$ cat src/rtl/demux_pkg.sv
// Shared select encodings and decode helper for the 1-to-3 control-word demux.
package demux_pkg;

    localparam int NUM_SLOTS = 3;

    typedef enum logic [1:0] {
        SEL_A    = 2'd0,
        SEL_B    = 2'd1,
        SEL_C    = 2'd2,
        SEL_DROP = 2'd3
    } sel_e;

    // One-hot slot enable; the drop code maps to no slot at all.
    function automatic logic [NUM_SLOTS-1:0] sel_onehot(input sel_e s);
        logic [NUM_SLOTS-1:0] oh;
        oh = '0;
        case (s)
            SEL_A:   oh = 3'b001;
            SEL_B:   oh = 3'b010;
            SEL_C:   oh = 3'b100;
            default: oh = 3'b000;
        endcase
        return oh;
    endfunction

endpackage

$ cat src/rtl/out_slot.sv
// Single-entry output register with load/consume handshake and flush.
module out_slot #(
    parameter int WIDTH = 9
) (
    input  logic             Clk,
    input  logic             Reset,
    input  logic             load,
    input  logic [WIDTH-1:0] load_data,
    input  logic             consume,
    input  logic             flush,
    output logic [WIDTH-1:0] data,
    output logic             valid,
    output logic             can_accept
);

    logic [WIDTH-1:0] r_data;
    logic             r_valid;

    // Load wins over consume so a same-cycle refill never produces a bubble.
    always_ff @(posedge Clk) begin
        if (Reset) begin
            r_data  <= '0;
            r_valid <= 1'b0;
        end else if (flush) begin
            r_valid <= 1'b0;
        end else if (load) begin
            r_data  <= load_data;
            r_valid <= 1'b1;
        end else if (r_valid && consume) begin
            r_valid <= 1'b0;
        end
    end

    assign data       = r_data;
    assign valid      = r_valid;
    assign can_accept = !r_valid || consume;

endmodule

$ cat src/rtl/demux9bit_1to3_reg.sv
// Registered 1-to-3 demux: steers a control word into one of three slots or drops it.
module demux9bit_1to3_reg
    import demux_pkg::*;
#(
    parameter int WIDTH = 9,
    parameter int CNT_W = 8
) (
    input  logic             Clk,
    input  logic             Reset,
    input  logic [WIDTH-1:0] in_data,
    input  logic             in_valid,
    output logic             in_ready,
    input  logic [1:0]       sel,
    input  logic             flush,
    output logic [WIDTH-1:0] out_data_a,
    output logic [WIDTH-1:0] out_data_b,
    output logic [WIDTH-1:0] out_data_c,
    output logic             out_valid_a,
    output logic             out_valid_b,
    output logic             out_valid_c,
    input  logic             out_ready_a,
    input  logic             out_ready_b,
    input  logic             out_ready_c,
    output logic [CNT_W-1:0] drop_count
);

    sel_e                 w_sel;
    logic [NUM_SLOTS-1:0] w_sel_oh;
    logic [NUM_SLOTS-1:0] w_out_ready;
    logic [NUM_SLOTS-1:0] w_can_accept;
    logic [NUM_SLOTS-1:0] w_slot_valid;
    logic [WIDTH-1:0]     w_slot_data [NUM_SLOTS];
    logic                 w_in_ready;
    logic                 w_xfer;
    logic [CNT_W-1:0]     r_drop_count;

    assign w_sel       = sel_e'(sel);
    assign w_sel_oh    = sel_onehot(w_sel);
    assign w_out_ready = {out_ready_c, out_ready_b, out_ready_a};

    // Ready depends only on the addressed slot, never on in_valid.
    always_comb begin
        w_in_ready = 1'b0;
        if (!flush) begin
            case (w_sel)
                SEL_A:    w_in_ready = w_can_accept[0];
                SEL_B:    w_in_ready = w_can_accept[1];
                SEL_C:    w_in_ready = w_can_accept[2];
                default:  w_in_ready = 1'b1;
            endcase
        end
    end

    assign w_xfer = in_valid && w_in_ready;

    generate
        for (genvar gi = 0; gi < NUM_SLOTS; gi++) begin : g_slot
            out_slot #(
                .WIDTH (WIDTH)
            ) u_slot (
                .Clk        (Clk),
                .Reset      (Reset),
                .load       (w_xfer && w_sel_oh[gi]),
                .load_data  (in_data),
                .consume    (w_out_ready[gi]),
                .flush      (flush),
                .data       (w_slot_data[gi]),
                .valid      (w_slot_valid[gi]),
                .can_accept (w_can_accept[gi])
            );
        end
    endgenerate

    // Saturating count of words discarded through the drop code.
    always_ff @(posedge Clk) begin
        if (Reset) begin
            r_drop_count <= '0;
        end else if (!flush && w_xfer && (w_sel == SEL_DROP) && (r_drop_count != '1)) begin
            r_drop_count <= r_drop_count + 1'b1;
        end
    end

    assign in_ready    = w_in_ready;
    assign out_data_a  = w_slot_data[0];
    assign out_data_b  = w_slot_data[1];
    assign out_data_c  = w_slot_data[2];
    assign out_valid_a = w_slot_valid[0];
    assign out_valid_b = w_slot_valid[1];
    assign out_valid_c = w_slot_valid[2];
    assign drop_count  = r_drop_count;

endmodule
$ cat config.mk
export PLATFORM = sky130hd
export DESIGN_NAME = demux9bit_1to3_reg
export DESIGN_NICKNAME = d
export VERILOG_FILES = /design/src/rtl/demux_pkg.sv /design/src/rtl/out_slot.sv /design/src/rtl/demux9bit_1to3_reg.sv
export SDC_FILE = /design/constraint.sdc
export NUM_CORES = 1
export LEC_CHECK = 0
export ABC_AREA = 1
export CAP_MARGIN = 5
export CORE_ASPECT_RATIO = 1.4
export CORE_MARGIN = 2
export CORE_UTILIZATION = 49
export DETAILED_ROUTE_END_ITERATION = 10
export PLACE_DENSITY_LB_ADDON = 0.08
export SYNTH_ARGS = -nofsm -noshare
export SYNTH_HDL_FRONTEND = slang
export SYNTH_SLANG_ARGS = --single-unit
$ cat constraint.sdc
create_clock -name Clk -period 2.9 [get_ports Clk]
set_input_delay 0.29 -clock Clk [delete_from_list [all_inputs] [get_ports Clk]]
set_output_delay 0.29 -clock Clk [all_outputs]
set_load 0.1 [all_outputs]
==> flow_summary.yaml, run 1 <==
run_status:
  status: "finished, final reports clean"
grt:
  grt_overflow: 0
  grt_pass1_wl_um: 5644
  antenna_found_initial: 0
  grt_usage_pct: 18.55
  grt_pass1_vias: 1363
  grt_max_degree: 20
placed_design:
  portBuffers: 56
  gp_congestion: 0.6744
  hpwl_um: 2564
  postPlaceCellArea_um2: 2238
  post-place-ws_ps: 810.5
cells_and_area:
  area_growth_pct: 36.91
  multiInputGateArea_um2: 790.8
  ff_latch_area_um2: 760.7
  finalInstanceArea_um2: 2381
  nNetsFinal: 334
  final_layout_size_suffix_gt1_share_pct: 19.94
  antenna_cells: 0
  nFillCells: 286
  fin_util_pct: 70.48
clock_tree:
  cts_made_buffers: 5
  post_cts_buffers: 0
  cts_hold_buffers: 0
  insertion_delay_ps: 280
  clockRootBuffer: "clkbuf_8"
  h-tree-depth: 2
  clk_pin_slew_ps: 70
  ctsLongestPathBuffers: 2
  cts_resized: 0
  cts_tree: "built"
  cts_sinks: 38
sta:
  fin_setup_tns_ps: 0
  setup_viol: 0
  slew_viol_final: 0
  fin_skew_ps: 6.736
  rsz0062_at_grt: "false"
  slew_headroom_pct: 68.65
  fmax_ghz: 0.4784
  hold_viol: 0
  fin_crit_ps: 2090
  layout_setup_ws_ps: 809.9
  finalCritPeriodShare_pct: 72.07
  worstMarginPinSlew_ps: 467.3
yosys:
  yosysMostFrequentCell: "nand2_1"
  yosys_warnings: 0
  avgSynthCellArea_um2: 6.794
  ys_types: 24
  synthCells: 256
  ys_seq_elements: 38
  ys_seq_area_share_pct: 43.74
  synthArstFlopShare_pct: 0
  synth_top_flop_cell: "dfxtp_1"
  synth_area_leaders: "dfxtp_1 (44%), nand2_1 (16%), nor2_1 (15%)"
  synth-edff-count: 0
  synth_top_cell_by_area: "dfxtp_1"
  synth_fp_nets: 275
  synth_top_cell_area_share_pct: 43.74
  synth_common_cells: "nand2_1 (72), nor2_1 (69), dfxtp_1 (38)"
  syn_area_um2: 1739
power:
  p_total_mw: 1.302
  power_leakage_nw: 1.221
  p_per_area_nw_per_um2: 546.9
  vdd_ir_drop_max_v: 0.0005176
setup_path:
  reg2reg_depth: 8
  arrival_ps: 1800
  r2r-end: "drop_count[3]"
  worstSetupPathType: "in2out"
  path_cells: "clkdlybuf4s50_1 -> inv_1 -> nor2_1 -> nand2_1 -> and3_2 -> a21oi_2 -> buf_12"
  start_kind: "input pin"
  cp-end-kind: "output port"
  cp_data_required_time_ps: 2610
  reg2reg_slack_ps: 1460
  r2r-start: "drop_count[0]"
  slowest_stage: "clkdlybuf4s50_1"
  critPathMaxStageDelay_ps: 610
  cp_max_fo: 5
hold_path:
  whs_path_depth: 1
  hp-start: "drop_count[0]"
  min_path_type: "reg2reg"
  hold_end: "drop_count[0]"
detailed_routing:
  vias: 1578
  drt-total-wl_um: 3513
  drc: 0
  drt_iter0_markers: 49
  vias_per_cell: 4.433
  ant_nets: 0
  wl_per_cell_um: 9.868
  drtPass1Iterations: 5
floorplan:
  die_x_um: 54.35
  die_area_um2: 4049
  core-area_um2: 3378
  ioPinCount: 57
  start_util_pct: 51.48
  num_rows: 25
  die_y_um: 74.49
job:
  max_cap_violations: 0
worst max-delay path: cells and delay by family:
kind                   cells  cell delay [ps]
buffers and inverters      3              870
and+or+nand+nor            3              480
AOI/OAI and AO/OA          1              170
layer usage:
layer  up-vias  part of all wire (%)  global-route usage (%)
li1        875                     -                       -
met4         0                  0.77                   5.000
met2        33                    48                   32.80
met3         2                   4.7                   5.020
met1       668                    46                   21.46
met5         -                     0                       0
worst max-delay path by stage:
| stage | from | to | slack [ps] | depth (start not counted) |
|---|---|---|---|---|
| final | sel[0] | in_ready | 810 | 7 |
| after floorplan | g_slot[0].u_slot.valid | in_ready | 550 | 4 |
| after CTS | sel[0] | in_ready | 800 | 7 |
| after global routing | sel[0] | in_ready | 730 | 7 |
| after detailed placement | sel[0] | in_ready | 810 | 7 |
| after global placement | sel[0] | in_ready | 830 | 7 |
layout make-up:
cell class / count / share of cell area, %
flip-flops and latches: 38 / 31.95
well taps: 40 / 2.102
multi-input cells: 173 / 33.21
clock inverters: 2 / 2.522
clock buffers: 6 / 3.468
inverters: 39 / 6.148
repair buffers: 58 / 20.60
state kept, by name (all words and copies together) (netlist names):
signal and count:
drop_count 8, g_slot.u_slot.valid 3, g_slot.u_slot.data 27
logic make-up after synthesis:
kind of cell	synth area share, %
adders and majority gates	0.7193
AOI/OAI and AO/OA	3.453
buffers and inverters	11.01
and+or+nand+nor	40.58
DFF	43.74
xor gates and xnor gates	0.5037
metrics by stage:
step,std cells,hold slack [ps]
after global routing,356,535.4
after CTS,356,505.3
after detailed placement,348,488.9
after floorplan,256,359.1
final,356,502.1
after global placement,348,475.0
layout by cell type (no fill, tap or decap), types with 2 or more instances in the layout:
cell	synthesis	final
a21oi_1	7	6
buf_4	0	40
bufinv_16	0	2
clkbuf_8	0	6
clkdlybuf4s50_1	0	17
dfxtp_1	38	38
inv_1	36	36
inv_2	2	2
nand2_1	72	72
nand2_2	3	3
nand3_1	3	3
nand4_4	3	3
nor2_1	69	69
nor3_1	2	2
o21ai_0	4	4
where the power goes:
group	total [mW]	switching, mW	internal, mW
combinational	0.219	0.158	0.0609
sequential	0.541	0.00707	0.534
clock	0.542	0.175	0.367
(Power assumes the default switching activity.)
==> run 2: changes to the inputs <==
--- a/config.mk
+++ b/config.mk
@@ -9,7 +9,7 @@
 export CAP_MARGIN = 5
 export CORE_ASPECT_RATIO = 1.4
 export CORE_MARGIN = 2
-export CORE_UTILIZATION = 49
+export CORE_UTILIZATION = 41
 export DETAILED_ROUTE_END_ITERATION = 10
 export PLACE_DENSITY_LB_ADDON = 0.08
 export SYNTH_ARGS = -nofsm -noshare
==> constraint.sdc (replaced) <==
create_clock -name Clk -period 1.7 [get_ports Clk]
set_input_delay 0.17 -clock Clk [delete_from_list [all_inputs] [get_ports Clk]]
set_output_delay 0.17 -clock Clk [all_outputs]
set_load 0.1 [all_outputs]
==> flow_summary.yaml, run 2 (same netlist as run 1, synthesis figures left out) <==
cells_and_area:
  antenna_cells: 0
  multiInputGateArea_um2: 798.3
  layout_common_cells: "nand2_1 (72), nor2_1 (69), buf_4 (44), inv_1 (36), dfxtp_1 (27)"
  nFillCells: 425
  final_common_cell: "nand2_1"
  area_growth_pct: 37.19
  ff_latch_area_um2: 779.5
  nNetsFinal: 338
  final_layout_size_suffix_gt1_share_pct: 23.75
  finalInstanceArea_um2: 2386
  largest_reg_flops: 27
detailed_routing:
  drt-total-wl_um: 3666
  vias: 1625
  vias_per_cell: 4.452
  wl_per_cell_um: 10.04
  drc: 0
  ant_nets: 0
  drt_iter0_markers: 47
  drtPass1Iterations: 4
clock_tree:
  ctsLongestPathBuffers: 2
  clockRootBuffer: "clkbuf_8"
  clk_pin_slew_ps: 70
  cts_tree: "built"
  cts_sinks: 38
  cts_made_buffers: 5
  h-tree-depth: 2
  insertion_delay_ps: 290
  post_cts_buffers: 0
sta:
  slew_viol_final: 0
  fin_crit_ps: 1578
  slew_headroom_pct: 75.92
  rsz0062_at_grt: "false"
  hold_viol: 0
  fin_skew_ps: 7.061
  setup_viol: 0
  finalCritPeriodShare_pct: 92.83
  fmax_ghz: 0.6337
  worstMarginPinSlew_ps: 361.3
setup_path:
  worstSetupPathType: "in2out"
  cp_data_required_time_ps: 1530
  cp-end-kind: "output port"
  arrival_ps: 1410
  start_kind: "input pin"
  cp_max_fo: 2
power:
  p_total_mw: 1.904
  swShare_pct: 31.23
  power_leakage_nw: 1.226
  power_frac_seq_pct: 48.4
  switchingPower_mw: 0.5946
  p_per_area_nw_per_um2: 798.0
  clock_power_share_pct: 31.5
  comb_power_share_pct: 20.1
  internal_power_mw: 1.309
  vdd_ir_drop_max_v: 0.0004780
floorplan:
  die_y_um: 81.06
  num_rows: 28
  die_area_um2: 4786
  core-area_um2: 4169
  start_util_pct: 41.72
  die_x_um: 59.05
  ioPinCount: 57
run_status:
  status: "finished, final reports clean"
placed_design:
  hpwl_um: 2571
  postPlaceCellArea_um2: 2301
  gp_congestion: 0.8041
  portBuffers: 56
grt:
  grt_usage_pct: 16.87
  grt_pass1_vias: 1416
  grt_max_degree: 36
  antenna_found_initial: 0
  grt_pass1_wl_um: 6196
  grt_overflow: 0
hold_path:
  min_path_type: "in2reg"
job:
  max_cap_violations: 0
## run 2: changes by cell type in the layout (fill, tap and decap cells not counted), sizes merged
| cell | delta |
|---|---|
| buf | +4 |
| bufinv | -2 |
| clkdlybuf4s50 | -2 |
| clkbuf | +1 |
| clkinvlp | +1 |
| dlygate4sd2 | +1 |
| dlymetal6s2s | +1 |
## run 2: final timing paths
check / start / to / slack (ps) / depth (start not counted)
max: out_ready_a / in_ready / 120 / 7
min: Reset / drop_count[5] / 450 / 2
max reg2reg: drop_count[0] / drop_count[4] / 310 / 9
min reg2reg: drop_count[0] / drop_count[0] / 450 / 1
## run 2: through the flow
stage | setup TNS [ps] | utilization [%] | setup WS (ps) | hold WS (ps) | cells
3_5_place_dp | -1258 | 55.19 | -78.24 | 444.5 | 357
5_1_grt | 0 | 57.23 | 79.42 | 446.8 | 365
2_1_floorplan | 0 | - | 14.98 | 231.7 | 256
6_report | 0 | 57.23 | 121.9 | 448.1 | 365
4_1_cts | 0 | 57.17 | 12.03 | 438.6 | 365
3_3_place_gp | -1114 | 55.19 | -56.50 | 436.0 | 357
## run 2: what timing repair did
item / in CTS / in global routing
cloned: 0 / 0
gates resized for setup: 1 / 1
pin swaps: 0 / 0
hold buffers: 0 / 0
setup endpoints to repair: 1 / 1
## run 2: final cells by class
cell class / count / area share, %
inverters: 39 / 6.135
clock inverters: 1 / 0.3146
clock buffers: 7 / 3.199
well taps: 45 / 2.360
multi-input cells: 173 / 33.46
flip-flops and latches: 38 / 32.67
repair buffers: 62 / 21.87
## run 2: worst max-delay path: stages
cell and delay (ps):
clkdlybuf4s50_1 460, inv_1 40, nand2_1 80, nand2_2 80
and3_2 230, a21oi_4 160, buf_12 190
## run 2: metal layers
metal	vias to the layer above	GRT usage, %	part of all wire [%]
met5	-	0	0
met4	0	7.500	1.2
met2	39	26.78	48
met3	4	4.777	5.2
met1	698	21.02	46
li1	884	-	-
## run 2: power by group through the flow
stage / clock [mW] / sequential [mW] / combinational (mW)
5_1_grt: 0.655 / 0.925 / 0.409
3_3_place_gp: 0 / 0.942 / 0.385
3_5_place_dp: 0 / 0.943 / 0.386
4_1_cts: 0.622 / 0.922 / 0.387
6_report: 0.600 / 0.922 / 0.383
2_1_floorplan: 0 / 1.10 / 0.110
==> run 3: changes to the inputs <==
--- a/config.mk
+++ b/config.mk
@@ -5,11 +5,10 @@
 export SDC_FILE = /design/constraint.sdc
 export NUM_CORES = 1
 export LEC_CHECK = 0
-export ABC_AREA = 1
 export CAP_MARGIN = 5
 export CORE_ASPECT_RATIO = 1.4
 export CORE_MARGIN = 2
-export CORE_UTILIZATION = 41
+export CORE_UTILIZATION = 39
 export DETAILED_ROUTE_END_ITERATION = 10
 export PLACE_DENSITY_LB_ADDON = 0.08
 export SYNTH_ARGS = -nofsm -noshare
==> flow_summary.yaml, run 3 <==
run_status:
  status: "finished, final reports clean"
cells_and_area:
  layout_common_cells: "buf_4 (44), nor2_1 (37), mux2i_1 (29), dfxtp_1 (27), clkdlybuf4s50_1 (16)"
  nFillCells: 367
  area_growth_pct: 43.39
  largest_reg_flops: 27
  nNetsFinal: 229
  final_layout_size_suffix_gt1_share_pct: 32.70
  antenna_cells: 0
  final_common_cell: "buf_4"
floorplan:
  num_rows: 27
  core-area_um2: 3851
  die_y_um: 78.21
  ioPinCount: 57
  die_x_um: 57.01
  start_util_pct: 39.83
  die_area_um2: 4458
clock_tree:
  ctsLongestPathBuffers: 2
  h-tree-depth: 2
  insertion_delay_ps: 280
  cts_hold_buffers: 0
  clockRootBuffer: "clkbuf_8"
  cts_made_buffers: 5
  cts_tree: "built"
  clk_pin_slew_ps: 60
  cts_sinks: 38
grt:
  grt_max_degree: 39
  grt_pass1_wl_um: 5506
  grt_usage_pct: 15.67
  grt_overflow: 0
  antenna_found_initial: 0
  grt_pass1_vias: 1232
yosys:
  synth_top_cell_area_share_pct: 49.59
  synth_area_leaders: "dfxtp_1 (50%), mux2i_1 (19%), nor2_1 (9.1%)"
  ys_types: 29
  synth_common_cells: "dfxtp_1 (38), nor2_1 (37), mux2i_1 (29)"
  synth-edff-count: 0
  avgSynthCellArea_um2: 10.36
  synth_top_cell_by_area: "dfxtp_1"
  yosys_warnings: 0
  ys_seq_area_share_pct: 49.59
  synth_fp_nets: 167
  synthCells: 148
  synth_top_flop_cell: "dfxtp_1"
  syn_area_um2: 1534
  yosysMostFrequentCell: "dfxtp_1"
  ys_seq_elements: 38
  synthArstFlopShare_pct: 0
detailed_routing:
  vias_per_cell: 5.024
  ant_nets: 0
  drt_iter0_markers: 28
  drtPass1Iterations: 4
  drt-total-wl_um: 3439
  drc: 0
  wl_per_cell_um: 13.54
  vias: 1276
sta:
  setup_viol: 0
  fin_setup_tns_ps: 0
  worstMarginPinSlew_ps: 376.8
  rsz0062_at_grt: "false"
  fmax_ghz: 0.6025
  fin_crit_ps: 1660
  finalCritPeriodShare_pct: 97.64
  slew_headroom_pct: 74.88
  fin_hold_ws_ps: 355.0
  fin_skew_ps: 6.102
  slew_viol_final: 0
  hold_viol: 0
setup_path:
  start_kind: "input pin"
  arrival_ps: 1490
  worstSetupPathType: "in2out"
  setup.worst_path.start: "out_ready_a"
  endpoint: "in_ready"
  r2r-start: "g_slot[0].u_slot.valid"
  reg2reg_slack_ps: 280
  cpLargestDelayFamily: "buffers and inverters"
  r2r-end: "g_slot[0].u_slot.data[6]"
  path_depth: 5
  crit_buf_inv: 2
  reg2reg_depth: 6
  cp_max_fo: 2
  cp-end-kind: "output port"
  slowest_stage: "clkdlybuf4s50_1"
  critPathMaxStageDelay_ps: 450
  path_cells: "clkdlybuf4s50_1 -> and2b_2 -> a211o_1 -> a21oi_4 -> buf_12"
  cp_data_required_time_ps: 1530
placed_design:
  hpwl_um: 2537
  gp_congestion: 0.8231
  portBuffers: 56
power:
  p_total_mw: 1.919
  vdd_ir_drop_max_v: 0.0006630
  power_leakage_nw: 1.061
  p_per_area_nw_per_um2: 872.7
job:
  max_cap_violations: 0
hold_path:
  min_path_type: "in2reg"
## run 3: cell types whose count changed after synthesis, sizes merged, moves of 5 or more
cell | previous run | this run
xor2 | 1 | 6
nand2 | 75 | 0
a21oi | 7 | 1
nor2 | 71 | 37
mux2i | 0 | 29
inv | 38 | 1
## run 3: cell families (layout without fill, tap and decap cells)
logic type / after synthesis / count (layout) / share of synthesized area [%]
adders and majority gates: 1 / 1 / 0.8155
xor gates and xnor gates: 6 / 6 / 3.426
DFF: 38 / 38 / 49.59
buffers and inverters: 9 / 72 / 4.812
AOI/OAI and AO/OA: 10 / 10 / 4.893
muxes: 29 / 29 / 18.92
and+or+nand+nor: 55 / 55 / 17.54
## run 3: worst min path at each step
stage / from / to / slack, ps / depth (start not counted)
floorplan: flush / g_slot[1].u_slot.valid / 240 / 1
global placement: g_slot[0].u_slot.data[3] / g_slot[0].u_slot.data[3] / 480 / 2
detailed placement: g_slot[0].u_slot.data[7] / g_slot[0].u_slot.data[7] / 480 / 2
CTS: g_slot[0].u_slot.data[7] / g_slot[0].u_slot.data[7] / 500 / 2
global route: sel[1] / g_slot[1].u_slot.valid / 370 / 4
finish: sel[1] / g_slot[1].u_slot.valid / 360 / 4
## run 3: through the flow
stage	setup slack [ps]	instances	util, %	cell area (um^2)
2_1_floorplan	-137.5	148	-	1559
5_1_grt	12.31	254	57.12	2200
3_3_place_gp	0.5789	245	53.90	2076
4_1_cts	17.52	253	56.66	2182
3_5_place_dp	-96.07	245	53.90	2076
6_report	40.15	254	57.12	2200
## run 3: routing by layer
layer	vias up	part of all wire, %	track usage [%]
met4	0	1.4	7.209
li1	629	-	-
met1	606	40	17.11
met5	-	0	0
met2	35	53	27.24
met3	6	5.4	4.778
## run 3: report_power, final
group | internal (mW) | switching (mW) | total, mW | leakage [nW]
Combinational | 0.0948 | 0.189 | 0.284 | 0.696
Sequential | 0.906 | 0.00902 | 0.915 | 0.313
Clock | 0.439 | 0.282 | 0.721 | 0.0524
## run 3: layout make-up
type                    instances  area [um^2]  share of cell area, %
clock buffers                   7        76.32                  3.470
clock inverters                 1        30.03                  1.365
inverters                       1        3.754                 0.1706
multi-input cells             101        718.2                  32.65
flip-flops and latches         38        774.5                  35.21
well taps                      43        53.80                  2.446
repair buffers                 63        543.0                  24.69
## run 3: worst min-delay path, stage by stage
cell	delay (ps)
dlymetal6s2s_1	180
nor3b_2	80
nand3_1	90
a211oi_1	70
## run 3: what timing repair did
item | CTS | global route
gates resized for setup | 0 | 2
setup buffers | 0 | 1
setup endpoints to repair | 1 | 1
endpoints found under the hold margin | 0 | 0
pin swaps | 1 | 2
